--- src/rtl/ps2_mouse_command_tx_pkg.sv ---
// Shared definitions for the PS/2 mouse host-to-device command path: FSM states,
// well-known mouse command bytes, default bus timing and frame/timer helpers.
package ps2_mouse_command_tx_pkg;

    typedef enum logic [2:0] {
        ST_IDLE,
        ST_INHIBIT,
        ST_RTS,
        ST_SHIFT,
        ST_WAIT_ACK,
        ST_WAIT_IDLE,
        ST_DONE,
        ST_ERR
    } tx_state_t;

    localparam logic [7:0] CMD_RESET    = 8'hFF;
    localparam logic [7:0] CMD_ENABLE   = 8'hF4;
    localparam logic [7:0] CMD_SET_RATE = 8'hF3;

    // Defaults assume a 50 MHz system clock.
    localparam int DEF_INHIBIT_CYCLES = 5000;
    localparam int DEF_START_TIMEOUT  = 750000;
    localparam int DEF_XFER_TIMEOUT   = 100000;
    localparam int DEF_IDLE_TIMEOUT   = 100000;

    // Wire order, LSB first: data[7:0], odd parity, stop.
    function automatic logic [9:0] build_frame(input logic [7:0] cmd);
        return {1'b1, ~^cmd, cmd};
    endfunction

    // The single timeout counter must hold whichever reload value is largest.
    function automatic int timer_width(input int a, input int b, input int c, input int d);
        int m;
        m = a;
        if (b > m) m = b;
        if (c > m) m = c;
        if (d > m) m = d;
        return $clog2(m + 1);
    endfunction

endpackage

--- src/rtl/ps2_line_sync.sv ---
// Brings the raw PS/2 clock and data levels into the system clock domain and
// emits a one-cycle strobe on each falling edge of the synchronised clock line.
module ps2_line_sync (
    input  logic CLOCK_50,
    input  logic resetn,
    input  logic clk_in,
    input  logic dat_in,
    output logic clk_sync,
    output logic dat_sync,
    output logic clk_neg
);

    logic clk_meta;
    logic dat_meta;
    logic clk_prev;

    // Preset to 1 so an idle (pulled-up) bus never looks like an edge after reset.
    always_ff @(posedge CLOCK_50) begin
        if (!resetn) begin
            clk_meta <= 1'b1;
            clk_sync <= 1'b1;
            dat_meta <= 1'b1;
            dat_sync <= 1'b1;
            clk_prev <= 1'b1;
            clk_neg  <= 1'b0;
        end else begin
            clk_meta <= clk_in;
            clk_sync <= clk_meta;
            dat_meta <= dat_in;
            dat_sync <= dat_meta;
            clk_prev <= clk_sync;
            clk_neg  <= clk_prev & ~clk_sync;
        end
    end

endmodule

--- src/rtl/ps2_mouse_command_tx.sv ---
// Host-to-device PS/2 transmitter: inhibits the bus, requests to send, then shifts
// one command byte out on device clock edges and waits for the device ACK.
module ps2_mouse_command_tx
    import ps2_mouse_command_tx_pkg::*;
#(
    parameter int INHIBIT_CYCLES = DEF_INHIBIT_CYCLES,
    parameter int START_TIMEOUT  = DEF_START_TIMEOUT,
    parameter int XFER_TIMEOUT   = DEF_XFER_TIMEOUT,
    parameter int IDLE_TIMEOUT   = DEF_IDLE_TIMEOUT
) (
    input  logic       CLOCK_50,
    input  logic       resetn,
    input  logic [7:0] the_command,
    input  logic       send_command,
    input  logic       ps2_clk_in,
    input  logic       ps2_dat_in,
    output logic       ps2_clk_drive_low,
    output logic       ps2_dat_drive_low,
    output logic       busy,
    output logic       command_was_sent,
    output logic       error_timed_out
);

    localparam int TIMER_W = timer_width(INHIBIT_CYCLES, START_TIMEOUT, XFER_TIMEOUT, IDLE_TIMEOUT);
    localparam logic [TIMER_W-1:0] LD_INHIBIT = TIMER_W'(INHIBIT_CYCLES - 1);
    localparam logic [TIMER_W-1:0] LD_START   = TIMER_W'(START_TIMEOUT - 1);
    localparam logic [TIMER_W-1:0] LD_XFER    = TIMER_W'(XFER_TIMEOUT - 1);
    localparam logic [TIMER_W-1:0] LD_IDLE    = TIMER_W'(IDLE_TIMEOUT - 1);

    logic clk_sync;
    logic dat_sync;
    logic clk_neg;

    tx_state_t          state;
    logic [9:0]         frame;
    logic [3:0]         bit_cnt;
    logic [TIMER_W-1:0] timer;

    ps2_line_sync u_line_sync (
        .CLOCK_50 (CLOCK_50),
        .resetn   (resetn),
        .clk_in   (ps2_clk_in),
        .dat_in   (ps2_dat_in),
        .clk_sync (clk_sync),
        .dat_sync (dat_sync),
        .clk_neg  (clk_neg)
    );

    always_ff @(posedge CLOCK_50) begin
        if (!resetn) begin
            state             <= ST_IDLE;
            frame             <= '0;
            bit_cnt           <= '0;
            timer             <= '0;
            ps2_clk_drive_low <= 1'b0;
            ps2_dat_drive_low <= 1'b0;
            busy              <= 1'b0;
            command_was_sent  <= 1'b0;
            error_timed_out   <= 1'b0;
        end else begin
            command_was_sent <= 1'b0;
            error_timed_out  <= 1'b0;

            case (state)
                ST_IDLE: begin
                    ps2_clk_drive_low <= 1'b0;
                    ps2_dat_drive_low <= 1'b0;
                    if (send_command && !busy) begin
                        frame             <= build_frame(the_command);
                        busy              <= 1'b1;
                        ps2_clk_drive_low <= 1'b1;
                        ps2_dat_drive_low <= (INHIBIT_CYCLES == 1);
                        timer             <= LD_INHIBIT;
                        state             <= ST_INHIBIT;
                    end
                end

                // Any clock edges seen here are our own inhibit, so clk_neg is ignored.
                ST_INHIBIT: begin
                    if (timer == '0) begin
                        ps2_clk_drive_low <= 1'b0;
                        ps2_dat_drive_low <= 1'b1;
                        timer             <= LD_START;
                        state             <= ST_RTS;
                    end else begin
                        if (timer == TIMER_W'(1)) ps2_dat_drive_low <= 1'b1;
                        timer <= timer - 1'b1;
                    end
                end

                ST_RTS: begin
                    if (clk_neg) begin
                        ps2_dat_drive_low <= ~frame[0];
                        bit_cnt           <= 4'd1;
                        timer             <= LD_XFER;
                        state             <= ST_SHIFT;
                    end else if (timer == '0) begin
                        ps2_clk_drive_low <= 1'b0;
                        ps2_dat_drive_low <= 1'b0;
                        busy              <= 1'b0;
                        error_timed_out   <= 1'b1;
                        state             <= ST_ERR;
                    end else begin
                        timer <= timer - 1'b1;
                    end
                end

                // The transfer timeout keeps running from here through the ACK.
                ST_SHIFT: begin
                    if (timer == '0) begin
                        ps2_clk_drive_low <= 1'b0;
                        ps2_dat_drive_low <= 1'b0;
                        busy              <= 1'b0;
                        error_timed_out   <= 1'b1;
                        state             <= ST_ERR;
                    end else begin
                        timer <= timer - 1'b1;
                        if (clk_neg) begin
                            ps2_dat_drive_low <= ~frame[bit_cnt];
                            if (bit_cnt == 4'd9) state <= ST_WAIT_ACK;
                            else bit_cnt <= bit_cnt + 4'd1;
                        end
                    end
                end

                ST_WAIT_ACK: begin
                    if (clk_neg && !dat_sync) begin
                        timer <= LD_IDLE;
                        state <= ST_WAIT_IDLE;
                    end else if (clk_neg || timer == '0) begin
                        ps2_clk_drive_low <= 1'b0;
                        ps2_dat_drive_low <= 1'b0;
                        busy              <= 1'b0;
                        error_timed_out   <= 1'b1;
                        state             <= ST_ERR;
                    end else begin
                        timer <= timer - 1'b1;
                    end
                end

                ST_WAIT_IDLE: begin
                    if (clk_sync && dat_sync) begin
                        busy             <= 1'b0;
                        command_was_sent <= 1'b1;
                        state            <= ST_DONE;
                    end else if (timer == '0) begin
                        ps2_clk_drive_low <= 1'b0;
                        ps2_dat_drive_low <= 1'b0;
                        busy              <= 1'b0;
                        error_timed_out   <= 1'b1;
                        state             <= ST_ERR;
                    end else begin
                        timer <= timer - 1'b1;
                    end
                end

                // Pulse cycle: requests arriving now are dropped, not queued.
                ST_DONE, ST_ERR: begin
                    ps2_clk_drive_low <= 1'b0;
                    ps2_dat_drive_low <= 1'b0;
                    state             <= ST_IDLE;
                end

                default: begin
                    ps2_clk_drive_low <= 1'b0;
                    ps2_dat_drive_low <= 1'b0;
                    busy              <= 1'b0;
                    state             <= ST_IDLE;
                end
            endcase
        end
    end

endmodule

--- config.mk ---
export PLATFORM = sky130hd
export DESIGN_NAME = ps2_mouse_command_tx
export DESIGN_NICKNAME = d
export VERILOG_FILES = /design/src/rtl/ps2_mouse_command_tx_pkg.sv /design/src/rtl/ps2_line_sync.sv /design/src/rtl/ps2_mouse_command_tx.sv
export SDC_FILE = /design/constraint.sdc
export NUM_CORES = 1
export LEC_CHECK = 0
export BUFFER_PORTS_ARGS = -buffer_cell sky130_fd_sc_hd__buf_2
export CELL_PAD_IN_SITES_DETAIL_PLACEMENT = 1
export CELL_PAD_IN_SITES_GLOBAL_PLACEMENT = 2
export CORE_UTILIZATION = 39
export DETAILED_ROUTE_END_ITERATION = 6
export PLACE_DENSITY_LB_ADDON = 0.2
export SLEW_MARGIN = 20
export SYNTH_ARGS = -nofsm -noshare
export SYNTH_HDL_FRONTEND = slang
export SYNTH_SLANG_ARGS = --single-unit
--- constraint.sdc ---
create_clock -name CLOCK_50 -period 4.1 [get_ports CLOCK_50]
set_input_delay 1.025 -clock CLOCK_50 [delete_from_list [all_inputs] [get_ports CLOCK_50]]
set_output_delay 1.025 -clock CLOCK_50 [all_outputs]
set_load 0.02 [all_outputs]
## Word level (Yosys, flattened, before mapping)

Index checks and enable logic that the tools add are counted.

| word-level totals | value |
|---|---|
| output and inout port bits | 5 |
| bits of input ports | 13 |
| bits in registers | 48 |
| word-level logic and storage cells | 122 |

| operators by class | value |
|---|---|
| bitwise operators | 4 |
| $lt $le $gt $ge | 1 |
| reductions and logical operators | 23 |
| add/subtract/negate cells | 2 |
| mux-type cells | 53 |
| eq/ne operators | 24 |

Operators with widths:

| cell | count |
|---|---|
| 20-bit 2-to-1 mux | 7 |
| 20-bit case mux with 6 select lines | 1 |
| 3-bit 2-to-1 mux | 10 |
| 1-bit 2-to-1 mux | 24 |
| 3-bit case mux with 7 select lines | 1 |
| 20-bit by 1-bit equality test with 1-bit output, second input constant | 1 |
| 20-bit logical NOT | 1 |
| 5-bit AND reduction | 4 |
| 20-bit by 1-bit subtractor with 20-bit output, second input constant | 1 |
| 4-bit 2-to-1 mux | 4 |
| 2-bit inequality test, second input constant | 8 |
| 3-bit equality test, second input constant | 4 |
| 3-bit inequality test, second input constant | 4 |
| 1-bit case mux with 6 select lines | 2 |
| 4-bit case mux with 2 select lines | 1 |
| 4-bit AND reduction | 2 |
| 8-bit XNOR reduction | 1 |
| 3-bit by 2-bit equality test with 1-bit output, second input constant | 2 |
| 6-bit nonzero test | 1 |
| 4-bit by 5-bit less-than comparator with 1-bit output, second input constant | 1 |
| 1-bit case mux with 5 select lines | 1 |
| 5-bit nonzero test | 1 |
| 4-bit by 1-bit adder with 4-bit output, second input constant | 1 |
| 1-bit binary-select mux with 4-bit select | 1 |
| other kinds (15) | 23 |

## Longest topological paths before layout

| depth | value |
|---|---|
| word-level depth | 6 |
| depth in mapped cells | 11 |
| mapped depth without buffers | 11 |

## By module

From an unflattened synthesis, not the netlist that was laid out.

| unflattened totals | value |
|---|---|
| cells, all modules | 406 |
| area total of the unflattened synthesis | 3016.6 µm² |

By module, submodules not included:

| module | cells an instance | seq. area each (µm²) | area an instance (µm²) | instances |
|---|---|---|---|---|
| ps2_mouse_command_tx | 394 | 840.8 | 2856.5 | 1 |
| ps2_line_sync | 12 | 120.1 | 160.2 | 1 |

## Least setup slack after synthesis

OpenSTA, ideal clock, no wires.

| timing path | value |
|---|---|
| path kind | register to register |
| from | register timer[10] |
| to | register timer[0] |
| slack | 1494 ps |
| period minus slack after synthesis | 2606 ps |
| library setup time | 135 ps |
| data required time | 3965 ps |
| path buffers | 1 |
| stages on the path, launching flop included | 12 |
| arrival | 2471 ps |
| cells stage by stage | dfxtp_1 clkbuf_1 or4_1 nor4_1 nand4_1 ha_1 nand2_1 o21ai_0 a22oi_1 o21ai_0 a211oi_1 a211oi_1 |

| between the ends | value |
|---|---|
| cells in the longest elaborated chain, start to end | 4 |
| elaborated cells between the ends (all ways) | 9 |
| classes of those cells | 1 x eq/ne; 5 x mux; 3 x reduce/logical |

Ends and longest elaborated chain:

| element | line | RTL |
|---|---|---|
| from (decl) | ps2_mouse_command_tx.sv:37 | `logic [TIMER_W-1:0] timer;` |
| from (signal assigned) | ps2_mouse_command_tx.sv:87 | `timer <= timer - 1'b1;` |
| from (signal assigned) | ps2_mouse_command_tx.sv:104 | `timer <= timer - 1'b1;` |
| from (signal assigned) | ps2_mouse_command_tx.sv:117 | `timer <= timer - 1'b1;` |
| 20-bit logical NOT * | n/a |  |
| 20-bit 2-to-1 mux or 1-bit logical OR (tied branches) | n/a |  |
| 20-bit 2-to-1 mux, or another cell as far along | n/a |  |
| 20-bit case mux with 6 select lines or 4-bit AND reduction (tied branches) | n/a |  |

Mark *: on every way between the ends. The rest lies on a longest branch, timed or not. The select of a mux whose other input is x is not followed.
A chain may end at the register's enable or synchronous reset.

## Final worst setup path

Ends and elaborated chain as after synthesis.

==> run metrics <==
outcome=complete, no violations; H-tree levels=2; mapped cell area=approximately 3100 sq um; dpl hpwl=7727 um; number of fill cells in the layout=993; measured slew at the worst slew-check pin=a little over 0.9 ns; share of flip-flops with an asynchronous set or reset=0%; Hold WC Path Type=register to register; DR pass1 iterations=4; Crit path arrival time=between 3 and 4 ns; dpl cells=between 500 and 600; final period utilization=72.83%; vias in the first global route=3240; post-CTS sizing=0; WHS Path Cells=2; Leak=between 1 and 1.5 nW; WHS=between 0.4 and 0.5 ns; DRC Markers=0; largest stage delay on the critical path=0.59 ns; crit path cell chain=or4_1 > nor4_1 > nand4_1 > ha_1 > nand2_1 > o21ai_0 > a22oi_1 > o21ai_0 > a211oi_1 > a211oi_1; worst-path maximum fanout=9; Worst Path Required=roughly 4.3 ns; GRT Total Usage=26.43%; Max transition margin=between 30% and 40%; Netlist cell types=55; Synth Net Count=~430; max-cap violation count=0; Avg Cell Area, Syn=between 7 and 8 sq um; Design Area, Final=~3400 sq um; Starting Density=40.22%; reg2reg path depth=10; DR WL/cell=around 20 um; wire length of the first global-routing pass=between 15000 and 20000 um; CORE AREA=~7700 sq um; final std cells w/o fill=524; CTS tree=yes; via/cell ratio=roughly 6.2; post-CTS setup buffer count=0; Max Slew Vio Count=0; Post-synth EDFFs=0; CP max-delay cell=nor4_1; Main synth FF type=dfxtp_1; post-synthesis sequential area ratio=between 30% and 40%; yosys warns=0; die area=8287 sq um; largest net degree at the start of global routing=29; layout net count=440; Rows=32; layout cell share with drive strength beyond 1=10.19%; Die Height=~91 um; crit start category=register; CTS root buf=clkbuf_8; TNS Setup=0 ns; #FFs+latches synth=48; Max Clock Freq=around 330 MHz; width of the die=between 90 and 100 um; Tot Pwr=2.712 mW; ANT nets after route=0; post-cts hold buffer count=0; Hold Vio Cnt, Final=0; Area Overhead vs Synth=10.48%; clock slew at reported path FFs=0.11 ns; GR Overflow Total=0; Setup violations, final=0; crit path time final=approximately 3.0 ns; Iteration-0 DRC Markers=around 200; clock latency on the worst-skew pair=roughly 0.32 ns; Sink Count=48; I/O Pins=18; worst vdd ir=248.0 uV; DRT Wirelength=between 10000 and 15000 um; RD Place Congestion=just under 0.9; placed inst area=around 3300 sq um; RSZ-0062 raised after global routing=no; synthesized instance count=a little over 400; WS Path Type=register to register; port bufs=17; Setup crit end kind=register; Post-Route Skew=0.009295 ns; n_diodes=0; Inserted Clock Buffers=5; initial antenna violation count=0; CTS Buffer Depth=2; Power Density=~800 nW/um^2; Via Count=approximately 3200
-- final cells by class --
type | count | area (sq um) | share of cell area [%]
multi-input cells | 324 | 1973 | 57.77
flip-flops and latches | 48 | 960.9 | 28.13
repair buffers | 27 | 160.2 | 4.689
well taps | 102 | 127.6 | 3.736
clock buffers | 5 | 68.82 | 2.015
clock inverters | 3 | 68.82 | 2.015
inverters | 15 | 56.30 | 1.648
-- sequential cells by signal (all words and copies together), names as in the netlist, 3 cells and up --
signal   flops
frame       10
timer       20
bit_cnt      4
state        3
-- layer usage --
layer | global-route usage [%] | wire [um] | share of wire [%] | vias to the layer above
met5 | 0 | 0 | 0 | -
met1 | 34.26 | 4668 | 44 | 1598
li1 | - | - | - | 1548
met2 | 46.59 | 5225 | 50 | 86
met3 | 3.350 | 458 | 4.4 | 14
met4 | 5.952 | 146 | 1.4 | 0
-- synthesized netlist by cell type, types with 6 or more instances --
cell type	instances	share of area [%]
nor4_1	10	2.0
o21a_1	7	1.7
nor2b_1	6	1.2
clkbuf_1	20	2.4
nor3_1	25	4.0
or4_1	7	1.7
o21ai_1	7	1.1
dfxtp_1	48	31
xnor2_1	12	3.4
ha_1	6	2.4
inv_1	13	1.6
nor2_1	30	3.6
nand2b_1	10	2.0
nand3_1	13	2.1
a31oi_1	14	2.8
a211oi_1	6	1.5
a21oi_1	33	5.3
nand2_1	49	5.9
o21ai_0	23	3.7
-- through the flow --
stage          utilization, %  setup slack, ns
6_report                44.43            1.114
5_1_grt                 44.43           0.8138
4_1_cts                 44.43            1.088
3_5_place_dp            42.64            1.108
3_3_place_gp            42.64            1.213
2_1_floorplan               -            1.494
-- cell usage in the layout, fill, tap and decap left out, types with 3 or more instances in the layout --
| master | count |
|---|---|
| mux2i_1 | 4 |
| o211ai_1 | 3 |
| o2111ai_1 | 3 |
| buf_2 | 17 |
| inv_1 | 13 |
| xor2_1 | 3 |
| nor4_1 | 10 |
| o21ai_1 | 7 |
| or3_1 | 4 |
| buf_4 | 10 |
| a21oi_1 | 33 |
| o21a_1 | 7 |
| and2_1 | 3 |
| nand3_1 | 13 |
| nor2_1 | 30 |
| nand2b_1 | 10 |
| xnor2_1 | 12 |
| o31ai_1 | 4 |
| nor2b_1 | 6 |
| o21ai_0 | 23 |
| nand2_1 | 49 |
| a41oi_1 | 3 |
| clkbuf_8 | 5 |
| dfxtp_1 | 48 |
| nor3_1 | 25 |
| ha_1 | 6 |
| o221a_1 | 3 |
| nand4_1 | 5 |
| a211oi_1 | 6 |
| or4_1 | 7 |
| a31oi_1 | 14 |
-- critical path, delay by kind of cell, from the launching register on --
kind	cells	cell delay (ns)
adders and majority gates	1	0.35
and+or+nand+nor	4	1.44
AOI/OAI and AO/OA	5	0.64
DFF	1	0.40
-- final timing paths --
path | start | to | slack, ns
setup / recovery | timer[10]$_SDFFE_PN0P_ | timer[0]$_SDFFE_PN0P_ | 1.11
hold / removal | u_line_sync.clk_prev$_SDFF_PN1_ | u_line_sync.clk_neg$_SDFF_PN0_ | 0.42
setup reg to reg | timer[10]$_SDFFE_PN0P_ | timer[0]$_SDFFE_PN0P_ | 1.11
hold reg to reg | u_line_sync.clk_prev$_SDFF_PN1_ | u_line_sync.clk_neg$_SDFF_PN0_ | 0.42
-- cells by family (layout without fill, tap and decap cells) --
family          count (synthesis)  after routing  synth area share, %
flops                          48             48                31.08
xor+xnor                       15             15                4.249
compound gates                125            125                26.51
fa+ha+maj                       6              6                2.428
buf+inv                        41             50                5.099
mux                             7              7                3.116
simple gates                  171            171                27.52
-- where the power goes --
| part | internal [mW] | total (mW) | switching (mW) |
|---|---|---|---|
| registers | 0.571 | 0.694 | 0.123 |
| logic | 0.546 | 1.58 | 1.03 |
| clock network | 0.246 | 0.437 | 0.191 |
| total | 1.36 | 2.71 | 1.35 |
Note: power is estimated with default switching activity, not from simulation.
